**src/rtl/addon_pkg.sv**
```systemverilog
// Shared definitions for the hypot_isqrt_seq datapath: FSM encoding and a width helper.
package addon_pkg;

  typedef enum logic [1:0] {
    StIdle   = 2'd0,
    StSquare = 2'd1,
    StRoot   = 2'd2,
    StDone   = 2'd3
  } state_e;

  function automatic int unsigned clog2(input int unsigned value);
    int unsigned res;
    res = 0;
    for (int unsigned i = 0; i < 32; i++) begin
      if ((64'd1 << i) < 64'(value)) res = i + 1;
    end
    return res;
  endfunction

endpackage

```
**src/rtl/isqrt_step.sv**
```systemverilog
// One restoring square-root iteration: folds two more radicand bits into the
// partial remainder and decides the next root bit.
module isqrt_step
  import addon_pkg::*;
#(
  parameter int unsigned RES_W = 9
) (
  input  logic [RES_W:0]   rem,
  input  logic [RES_W-1:0] root,
  input  logic [1:0]       bits,
  output logic [RES_W:0]   rem_next,
  output logic [RES_W-1:0] root_next
);

  logic [RES_W+2:0] acc;
  logic [RES_W+2:0] sub;
  logic [RES_W+2:0] diff;
  logic             unused_bits;

  assign acc  = {rem, bits};
  assign sub  = {1'b0, root, 2'b01};
  assign diff = acc - sub;

  // The remainder never exceeds twice the partial root, so RES_W+1 bits suffice.
  assign unused_bits = ^{diff[RES_W+2:RES_W+1], root[RES_W-1]};

  always_comb begin
    rem_next  = acc[RES_W:0];
    root_next = {root[RES_W-2:0], 1'b0};
    if (acc >= sub) begin
      rem_next  = diff[RES_W:0];
      root_next = {root[RES_W-2:0], 1'b1};
    end
  end

endmodule

```
**src/rtl/hypot_isqrt_seq.sv**
```systemverilog
// Sequential vector magnitude sqrt(x^2 + y^2): squares once, then extracts one
// root bit per cycle with a restoring square root; valid/ready on both sides.
module hypot_isqrt_seq
  import addon_pkg::*;
#(
  parameter int unsigned DATA_W = 8,
  parameter bit          SIGNED = 1'b0,
  parameter bit          ROUND  = 1'b0
) (
  input  logic              clk,
  input  logic              rst,
  input  logic              clr,
  input  logic              in_valid,
  output logic              in_ready,
  input  logic [DATA_W-1:0] in_x,
  input  logic [DATA_W-1:0] in_y,
  output logic              out_valid,
  input  logic              out_ready,
  output logic [DATA_W:0]   out_mag,
  output logic              out_exact
);

  localparam int unsigned RES_W = DATA_W + 1;
  localparam int unsigned SH_W  = 2 * RES_W;
  localparam int unsigned CNT_W = clog2(RES_W);

  state_e             state_q;
  logic [DATA_W-1:0]  mag_x_q;
  logic [DATA_W-1:0]  mag_y_q;
  logic [SH_W-1:0]    sum_q;
  logic [RES_W:0]     rem_q;
  logic [RES_W-1:0]   root_q;
  logic [CNT_W-1:0]   cnt_q;

  logic [SH_W-1:0]    sq_x;
  logic [SH_W-1:0]    sq_y;
  logic [SH_W-1:0]    sum_d;
  logic [RES_W:0]     rem_next;
  logic [RES_W-1:0]   root_next;

  // Most negative operand maps to 2^(DATA_W-1), which still fits unsigned.
  function automatic logic [DATA_W-1:0] abs_op(input logic [DATA_W-1:0] v);
    if (SIGNED && v[DATA_W-1]) return -v;
    return v;
  endfunction

  assign sq_x  = SH_W'(mag_x_q) * SH_W'(mag_x_q);
  assign sq_y  = SH_W'(mag_y_q) * SH_W'(mag_y_q);
  assign sum_d = sq_x + sq_y;

  assign in_ready = (state_q == StIdle);

  isqrt_step #(
    .RES_W(RES_W)
  ) u_step (
    .rem       (rem_q),
    .root      (root_q),
    .bits      (sum_q[SH_W-1 -: 2]),
    .rem_next  (rem_next),
    .root_next (root_next)
  );

  always_ff @(posedge clk or posedge rst) begin
    if (rst) begin
      state_q   <= StIdle;
      mag_x_q   <= '0;
      mag_y_q   <= '0;
      sum_q     <= '0;
      rem_q     <= '0;
      root_q    <= '0;
      cnt_q     <= '0;
      out_valid <= 1'b0;
      out_mag   <= '0;
      out_exact <= 1'b0;
    end else if (clr) begin
      state_q   <= StIdle;
      out_valid <= 1'b0;
    end else begin
      case (state_q)
        StIdle: begin
          if (in_valid) begin
            mag_x_q <= abs_op(in_x);
            mag_y_q <= abs_op(in_y);
            state_q <= StSquare;
          end
        end
        StSquare: begin
          sum_q   <= sum_d;
          rem_q   <= '0;
          root_q  <= '0;
          cnt_q   <= CNT_W'(RES_W - 1);
          state_q <= StRoot;
        end
        StRoot: begin
          rem_q  <= rem_next;
          root_q <= root_next;
          sum_q  <= {sum_q[SH_W-3:0], 2'b00};
          if (cnt_q == '0) state_q <= StDone;
          else cnt_q <= cnt_q - 1'b1;
        end
        StDone: begin
          // First DONE cycle publishes the result; later cycles wait for the consumer.
          if (!out_valid) begin
            out_valid <= 1'b1;
            out_exact <= (rem_q == '0);
            if (ROUND && (rem_q > {1'b0, root_q})) out_mag <= root_q + 1'b1;
            else out_mag <= root_q;
          end else if (out_ready) begin
            out_valid <= 1'b0;
            state_q   <= StIdle;
          end
        end
        default: state_q <= StIdle;
      endcase
    end
  end

endmodule

```
**config.mk**
```make
export PLATFORM = sky130hd
export DESIGN_NAME = hypot_isqrt_seq
export DESIGN_NICKNAME = d
export VERILOG_FILES = /design/src/rtl/addon_pkg.sv /design/src/rtl/isqrt_step.sv /design/src/rtl/hypot_isqrt_seq.sv
export SDC_FILE = /design/constraint.sdc
export NUM_CORES = 1
export LEC_CHECK = 0
export ABC_AREA = 1
export ABC_CLOCK_PERIOD_IN_PS = 5600
export CAP_MARGIN = 20
export CORE_ASPECT_RATIO = 1.5
export CORE_MARGIN = 2
export CORE_UTILIZATION = 40
export CTS_CLUSTER_SIZE = 20
export DETAILED_ROUTE_END_ITERATION = 10
export SKIP_CTS_REPAIR_TIMING = 1
export SLEW_MARGIN = 20
export SYNTH_ARGS = -nofsm -noshare
export SYNTH_HDL_FRONTEND = slang
export SYNTH_SLANG_ARGS = --single-unit
```
**constraint.sdc**
```tcl
create_clock -name clk -period 5.6 [get_ports clk]
set_input_delay 1.12 -clock clk [delete_from_list [all_inputs] [get_ports clk]]
set_output_delay 1.12 -clock clk [all_outputs]
set_load 0.03 [all_outputs]
```
==> key figures <==
Finish
  • Layout fillers: roughly 1800
  • Synthesis-to-layout area growth: 12.0%
  • Diode count: 0
  • Register Area: 1760 µm²
  • Share of layout cells above drive strength 1: under 10%
  • Final net count: 1124
  • Multi-input gate area: between 4000 and 5000 µm²
  • Core Util, Final: between 40% and 50%

Worst hold path
  • Hold EP: out_mag[2]
  • Hold crit path type: reg2reg
  • Min-delay src: out_mag[2]
  • Hold Path Cell Cnt: 2

Synth
  • Syn avg cell area: 7.87 µm²
  • Mapped Area: between 7000 and 8000 µm²
  • Main combinational cell family by area after synthesis: adder cells
  • Post-synthesis adder-cell area fraction: 33.7%
  • Post-synthesis simple-gate area fraction: about a fifth
  • Post-synth net total: between 1000 and 1500
  • Most instantiated cells after synthesis: nand2_1, inv_1, fa_1, ha_1, dfrtp_1
  • Post-synth top area cell: dfrtp_1
  • Multiplexer area fraction after synthesis: 1.08%
  • Register area share after synthesis: 24.1%
  • Synth top area cells: dfrtp_1, fa_1, ha_1
  • Yosys top cell area share: about a quarter
  • Netlist cell types: 36
  • Post-Synth XOR/XNOR Area: under 10%
  • Post-synth ARST share: 100%
  • Most numerous cell in the Yosys netlist: nand2_1
  • Mapped Cells: between 900 and 1000
  • #FFs+latches synth: 70
  • Ys flop type: dfrtp_1
  • Number of synthesized flops with an enable pin: 0
  • Compound-Gate Fraction of Synth Area: under 10%
  • Synth Warn #: 0

Critical path
  • CP required: about 5.9 ns
  • Setup crit start kind: register
  • Worst flop-to-flop path endpoint: sum_q[9]
  • R2r setup slk: between 0.3 and 0.4 ns
  • CP Max Fanout: 8
  • Arr. time, crit path: about 5.5 ns
  • Crit end category: register
  • Crit path kind: reg2reg
  • Reg2Reg Depth: 18
  • R2R Path Start: mag_x_q[5]

Flow run
  • Reported max-cap violation count: 0

Global route
  • Total track usage: a little under a fifth
  • Pin count of the biggest net entering global routing: 37
  • Global-route wire length before repair: 28.0 mm
  • Initial antenna violation count: 0
  • GRT overflow: 0
  • Vias in the first global route: 6033

STA
  • RSZ-0062 raised after global routing: false
  • Rel. slew slack: a little under half
  • Clk_skew: a little under 0.009 ns
  • Worst-margin pin slew: a little over 0.8 ns
  • Final Hold Fails: 0
  • Crit path time final: between 5 and 6 ns
  • Final Cycle Share: between 90% and 100%
  • Setup TNS: 0 ns
  • Max-slew violations: 0
  • Count of final setup violators: 0
  • F_max: ~190 MHz

Place
  • PortBufs: 32
  • Detailed placement HPWL: roughly 13 mm
  • Global placer's final weighted congestion: roughly 0.86

Drt
  • Detailed-route DRC error count: 0
  • Initial DRT Pass Iterations: 6
  • Post-route ant nets: 0
  • Drt initial violations: around 230
  • Drt wl/cell: between 10 and 15 µm
  • Vias per cell: approximately 4.8
  • Via count: between 5000 and 6000
  • Post-Route WL: approximately 16 mm

Floorplanning
  • Die area: roughly 19000 µm²
  • Area of the core: approximately 18000 µm²
  • Die H: about 170 µm
  • Initial Utilization: 40.7%
  • Row cnt: 60
  • IO Count: 33
  • Die Width: roughly 110 µm

Clocking
  • H-tree depth: 3
  • Clock sink total: 70
  • CTS buffer count: 9
  • CTS Root Cell: clkbuf_16
  • Worst-path clk slew: ~0.07 ns
  • Max Root-Sink Buffers: 2
  • CTS tree: yes
  • Worst skew pair latency: 0.36 ns

Status
  • Status: completed
==> per-stage QoR <==
step           instance area (µm²)  hold WS, ns  worst slack (ns)  std cells
6_report                      8140        0.481             0.352       1175
5_1_grt                       8140        0.512           0.00640       1175
4_1_cts                       8080        0.489             0.142       1168
3_5_place_dp                  7790        0.470             0.209       1152
3_3_place_gp                  7790        0.465             0.227       1152
2_1_floorplan                 7270        0.449             0.555        924
==> per-layer routing <==
layer / global-route usage [%] / wire [µm]
met4: 8.54 / 613
met3: 2.04 / 376
met2: 35.0 / 8610
met1: 20.3 / 6600
met5: 0 / 0
==> cells by family (layout without fill, tap and decap cells) <==
family          count (synthesis)  in the layout
xor+xnor                       17             17
fa+ha+maj                     150            150
simple gates                  343            343
flops                          70             70
compound gates                 80             80
mux                             7              7
buf+inv                       257            291
==> cell usage in the layout (no fill, tap or decap), types with 2 or more instances in the layout <==
cell type          n
inv_2              7
o21ai_0           25
nand3_2            2
mux2_2             7
a21oi_1           31
clkdlybuf4s50_1   32
o21bai_1           3
nand4_1            7
a22o_1             2
inv_6              3
o221ai_1           2
clkbuf_16          9
dfrtp_1           65
clkinvlp_4         2
nor2_1            38
o22ai_1           12
dfrtp_2            5
xnor2_1            6
nand3_1           48
nand2_1          239
buf_4             16
ha_1              74
xor2_1            11
or2_2              2
inv_1            220
fa_1              76
==> registers in the layout (all words and copies together) (netlist names) <==
signal / count
cnt_q: 4
out_valid: 1
out_mag: 9
rem_q: 10
root_q: 9
sum_q: 18
out_exact: 1
mag_x_q: 8
mag_y_q: 8
state_q: 2
==> worst max-delay path, stage by stage, from the launching register on <==
cell     delay [ns]
dfrtp_2        0.49
nand2_1        0.15
fa_1           0.50
fa_1           0.54
inv_1          0.05
fa_1           0.53
fa_1           0.45
fa_1           0.55
inv_1          0.05
fa_1           0.52
inv_1          0.04
ha_1           0.36
nand2_1        0.12
nand3_1        0.20
a21oi_1        0.23
xor2_1         0.17
nand2_1        0.07
nand2_1        0.06
nand2_1        0.05
==> worst max-delay path by stage <==
stage                     startpoint   endpoint  slack (ns)
after floorplan           mag_x_q[4]   sum_q[9]        0.56
after global placement    mag_x_q[6]   sum_q[8]        0.23
after detailed placement  mag_x_q[1]  sum_q[12]        0.21
after CTS                 mag_x_q[6]   sum_q[8]        0.14
after global routing      mag_x_q[5]  sum_q[16]       0.006
final                     mag_x_q[5]   sum_q[9]        0.35
==> final cells by class <==
class	instances	area share (%)
inverter	227	10.5
clock buffer	9	2.77
multi-input combinational	597	55.7
clock inverter	7	0.753
sequential	70	21.6
timing repair buffer	48	5.41
tap	217	3.34
Power is not shown: default switching activity piles up to over one toggle a cycle in this logic, so the estimate is an artifact.
